[config.mk]
export PLATFORM = sky130hd
export DESIGN_NAME = bpsk_demodulator
export DESIGN_NICKNAME = d
export VERILOG_FILES = /design/src/rtl/bpsk_demodulator.sv
export SDC_FILE = /design/constraint.sdc
export NUM_CORES = 1
export LEC_CHECK = 0
export ABC_CLOCK_PERIOD_IN_PS = 6490
export CAP_MARGIN = 20
export CORE_ASPECT_RATIO = 0.7
export CORE_MARGIN = 3
export CORE_UTILIZATION = 50
export CTS_CLUSTER_DIAMETER = 40
export DETAILED_ROUTE_END_ITERATION = 7
export PLACE_DENSITY = 0.67
export SLEW_MARGIN = 20
export SYNTH_ARGS = -nofsm -noshare
export SYNTH_HDL_FRONTEND = slang
export SYNTH_SLANG_ARGS = --single-unit
export TNS_END_PERCENT = 50
[constraint.sdc]
create_clock -name clk -period 6.49 [get_ports clk]
set_clock_uncertainty 0.2 [all_clocks]
set_input_delay 1.947 -clock clk [delete_from_list [all_inputs] [get_ports clk]]
set_output_delay 1.947 -clock clk [all_outputs]
set_load 0.01 [all_outputs]
[src/rtl/bpsk_demodulator.sv]
// BPSK demodulator: correlates each symbol period against a square-wave
// approximation of the reference sine, decides one bit per symbol and
// packs WORD_BITS decisions LSB first into an output word.
module bpsk_demodulator #(
    parameter int DATA_WIDTH = 12,
    parameter int ADDR_WIDTH = 8,
    parameter int WORD_BITS  = 9
) (
    input  logic                         clk,
    input  logic                         arst_n,
    input  logic                         en,
    input  logic                         sync,
    input  logic signed [DATA_WIDTH-1:0] signal_in,
    output logic                         locked,
    output logic                         bit_out,
    output logic                         bit_valid,
    output logic [WORD_BITS-1:0]         data_out,
    output logic                         data_valid
);

    localparam int ACC_W = DATA_WIDTH + ADDR_WIDTH + 1;
    localparam int BCW   = (WORD_BITS > 1) ? $clog2(WORD_BITS) : 1;

    typedef enum logic {UNLOCKED, TRACK} state_t;

    state_t                   state, state_d;
    logic signed [ACC_W-1:0]  acc, acc_d;
    logic [ADDR_WIDTH-1:0]    samp_cnt, samp_cnt_d;
    logic [BCW-1:0]           bit_cnt, bit_cnt_d;
    logic [WORD_BITS-1:0]     shreg, shreg_d;
    logic                     locked_d, bit_out_d, bit_valid_d, data_valid_d;
    logic [WORD_BITS-1:0]     data_out_d;

    logic signed [ACC_W-1:0]  sig_ext;
    logic signed [ACC_W-1:0]  sum;
    logic                     decision;

    // Correlation term: reference weight is +1 in the first half-symbol, -1 in the second.
    always_comb begin
        sig_ext  = ACC_W'(signal_in);
        sum      = samp_cnt[ADDR_WIDTH-1] ? (acc - sig_ext) : (acc + sig_ext);
        decision = ~sum[ACC_W-1];
    end

    // Next-state and output logic; sync takes priority over the end-of-symbol decision.
    always_comb begin
        state_d      = state;
        acc_d        = acc;
        samp_cnt_d   = samp_cnt;
        bit_cnt_d    = bit_cnt;
        shreg_d      = shreg;
        locked_d     = locked;
        bit_out_d    = bit_out;
        data_out_d   = data_out;
        bit_valid_d  = 1'b0;
        data_valid_d = 1'b0;
        if (en) begin
            if (sync) begin
                state_d    = TRACK;
                locked_d   = 1'b1;
                acc_d      = sig_ext;
                samp_cnt_d = ADDR_WIDTH'(1);
                bit_cnt_d  = '0;
            end else if (state == TRACK) begin
                samp_cnt_d = samp_cnt + ADDR_WIDTH'(1);
                if (samp_cnt == '1) begin
                    bit_out_d        = decision;
                    bit_valid_d      = 1'b1;
                    acc_d            = '0;
                    shreg_d[bit_cnt] = decision;
                    if (bit_cnt == BCW'(WORD_BITS - 1)) begin
                        bit_cnt_d    = '0;
                        data_out_d   = {decision, shreg[WORD_BITS-2:0]};
                        data_valid_d = 1'b1;
                    end else begin
                        bit_cnt_d = bit_cnt + BCW'(1);
                    end
                end else begin
                    acc_d = sum;
                end
            end
        end
    end

    // State and output registers with asynchronous active-low reset.
    always_ff @(posedge clk or negedge arst_n) begin
        if (!arst_n) begin
            state      <= UNLOCKED;
            acc        <= '0;
            samp_cnt   <= '0;
            bit_cnt    <= '0;
            shreg      <= '0;
            locked     <= 1'b0;
            bit_out    <= 1'b0;
            bit_valid  <= 1'b0;
            data_out   <= '0;
            data_valid <= 1'b0;
        end else begin
            state      <= state_d;
            acc        <= acc_d;
            samp_cnt   <= samp_cnt_d;
            bit_cnt    <= bit_cnt_d;
            shreg      <= shreg_d;
            locked     <= locked_d;
            bit_out    <= bit_out_d;
            bit_valid  <= bit_valid_d;
            data_out   <= data_out_d;
            data_valid <= data_valid_d;
        end
    end

endmodule
==> results.yml <==
worst_setup_path:
  path_class: "in2reg"
  crit_fanout: 10
  crit_required_ns: 6.55
  slowest_stage: "nor4b_1"
  crit_buf_inv: 1
  end_kind: "register"
  cp_slowest_stage_delay_ns: 0.58
  path_delay_family: "compound AO/OA/AOI/OAI gates"
  arrival_ns: 5.88
  start_kind: "input port"
  path_cells: "clkdlybuf4s50_1, nor2_1, nor4b_1, a31oi_1, mux2i_1, ha_1, a21oi_1, o31ai_1, a221oi_1, nor2b_1, a221oi_4, xnor2_2, mux2_2"
timing:
  timing.final.crit_share: 0.897
  relSlewSlack: 0.425
  rsz0062_at_grt: "false"
  fin_ws_ns: 0.668
  finalHoldViolCount: 0
  setup_tns_ns: 0
  period_minus_slack_ns: 5.82
  slew_viol_final: 0
  max_freq_mhz: 172
  setup_viol: 0
  tightestPinTransition_ns: 0.863
final_layout:
  nNetsFinal: 475
  multiInputGateArea_sq_mm: 0.00229
  drive_above_1_share: 0.0947
  n_fill_cell: 602
  final_area_sq_mm: 0.00423
  area_growth_pct: 12.4
  ff_latch_area_sq_mm: 0.00135
  insertedDiodeCount: 0
  final_cells: 527
logic_synthesis:
  ys_async_sr_fraction: 1.00
  synth_cell_types: 57
  ys_seq_area_frac: 0.359
  synth_ff_type: "dfrtp_1"
  yosysTopAreaCell: "dfrtp_1"
  yosys-top-cells-area: "dfrtp_1 (36%), ha_1 (8.7%), mux2_2 (5.7%)"
  yosysWarnings: 0
  synth-edff-count: 0
  avgSynthCellArea_sq_um: 9.24
  synth_area_sq_mm: 0.00376
  yosys_register_bits: 54
  syn-num-nets: 450
  synth_cells: 407
  yosys.area.top_type_share: 0.359
power_and_ir_drop:
  power_frac_seq: 0.366
  p_int_mw: 0.690
  p_comb_frac: 0.459
  ir_worst_vdd_uv: 170
  power_density_mw_per_mm2: 276
  swShare: 0.408
  p_total_mw: 1.16
  p_leak_nw: 1.84
  p_clk_frac: 0.175
  p_sw_mw: 0.475
global_routing:
  grt_util_met1: 0.358
  grt_use_met3: 0.0337
  use_met2: 0.294
  antenna_found_initial: 0
  grt_overflow: 0
  grt_max_degree: 55
  grt_pass1_wl_microns: 14800
  grt_pass1_vias: 2936
  top_usage_layer: "met1"
  grt_util_all_layers: 0.217
clock_tree:
  clock_path_buffers: 2
  path_clk_slew_ns: 0.10
  ctsHoldBuffers: 0
  cts-resized-gates: 0
  clk-insertion-delay-late_ns: 0.32
  htreeDepth: 2
  clockRootBuffer: "clkbuf_8"
  clock-sinks: 54
  cts_tree: "yes"
  post_cts_buffers: 0
  cts_made_buffers: 5
floorplan:
  die-area_sq_mm: 0.00861
  num_rows: 25
  core_area_sq_mm: 0.00701
  die_h_microns: 78.6
  initial_core_util: 0.537
  ioPinCount: 29
  die_x_microns: 110
routing:
  vias: 3130
  firstDrtPassIters: 5
  drtIter0Drc: 244
  drc_errors: 0
  avgRoutedWirePerCell_microns: 16.4
  vias_per_cell: 5.94
  detail-route-antenna-nets: 0
  routed_wl_microns: 8670
placed_design:
  place_area_sq_mm: 0.00413
  port_buffers: 28
  placedCellCount: 519
  dp_hpwl_microns: 6420
  gp_congestion: 0.910
  dp_slack_ns: 0.400
worst_hold_path:
  hold_path.class: "reg2reg"
status:
  status: "finished, final reports clean"
flow_run:
  maxCapViolations: 0
-- worst register-to-register path, delay by kind of cell (launching register included) --
kind	cells	cell delay [ns]
AOI/OAI and AO/OA	5	1.62
DFF	1	0.71
muxes	2	0.46
adders and majority gates	1	0.44
and+or+nand+nor	1	0.20
xor gates and xnor gates	1	0.19
-- synth_stat cells, types with 8 or more instances --
cell / instances
nand3_1: 13
nand2_1: 38
o21ai_0: 27
clkbuf_1: 11
xnor2_1: 18
nor3_1: 10
mux2_2: 19
inv_1: 16
ha_1: 26
dfrtp_1: 54
a31oi_1: 8
a22oi_1: 9
a21oi_1: 26
mux2i_1: 8
nor2_1: 33
-- state kept, by name, summed over array words and instances (netlist names) --
register    flops
data_out        9
state           1
bit_cnt         4
acc            21
shreg           8
data_valid      1
samp_cnt        8
bit_valid       1
bit_out         1
-- power groups by stage --
stage	registers [mW]	logic, mW	clock network (mW)
6_report	0.426	0.534	0.204
5_1_grt	0.431	0.603	0.224
4_1_cts	0.425	0.529	0.212
3_5_place_dp	0.431	0.526	0
3_3_place_gp	0.431	0.517	0
2_1_floorplan	0.420	0.409	0
-- final cells by class --
cell class | count | share of cell area
Tap cell | 94 | 0.0278
Multi-Input combinational cell | 323 | 0.543
Sequential cell | 54 | 0.320
Clock inverter | 3 | 0.00681
Inverter | 16 | 0.0142
Timing Repair Buffer | 32 | 0.0722
Clock buffer | 5 | 0.0163
-- cells by family after synthesis --
family | count (synthesis) | share of synthesized area
flip-flops | 54 | 0.359
multiplexers | 27 | 0.0782
AO/OA/AOI/OAI | 114 | 0.205
buffers and inverters | 30 | 0.0303
XOR/XNOR | 26 | 0.0626
AND/OR/NAND/NOR | 129 | 0.173
adder cells (fa/ha/maj) | 27 | 0.0918
-- worst paths after layout --
path                                    startpoint                 endpoint  slack (ns)  depth (start not counted)
hold reg to reg            data_out[3]$_DFFE_PN0P_  data_out[3]$_DFFE_PN0P_        0.32                          1
setup reg to reg           samp_cnt[7]$_DFFE_PN0P_     shreg[0]$_DFFE_PN0P_        2.57                         10
hold / removal             data_out[3]$_DFFE_PN0P_  data_out[3]$_DFFE_PN0P_        0.32                          1
max in group asynchronous                   arst_n      acc[17]$_DFFE_PN0P_        4.07                          2
setup / recovery                      signal_in[2]     shreg[0]$_DFFE_PN0P_        0.67                         13
min in group asynchronous                   arst_n       acc[0]$_DFFE_PN0P_        1.54                          2
-- through the flow --
| step | hold slack [ns] | util |
|---|---|---|
| 3_5_place_dp | 0.295 | 0.589 |
| 6_report | 0.316 | 0.603 |
| 4_1_cts | 0.321 | 0.603 |
| 3_3_place_gp | 0.289 | 0.589 |
| 2_1_floorplan | 0.274 | - |
| 5_1_grt | 0.336 | 0.603 |
-- layer usage --
layer / up-vias / wire length [microns] / share of wire
met1: 1509 / 4670 / 0.54
met5: - / 0 / 0
met3: 8 / 459 / 0.053
met4: 0 / 51 / 0.0059
met2: 78 / 3490 / 0.40
li1: 1535 / - / -
-- placed cells by master (no fill, tap or decap), types with 7 or more instances in the layout --
cell type	instances
a21oi_1	26
a22oi_1	9
a31oi_1	8
clkdlybuf4s50_1	27
dfrtp_1	54
ha_1	26
inv_1	16
mux2_2	19
mux2i_1	8
nand2_1	38
nand3_1	13
nor2_1	33
nor3_1	10
o21a_1	7
o21ai_0	27
xnor2_1	18
xor2_1	7
Note: power is estimated with default switching activity, not from simulation.
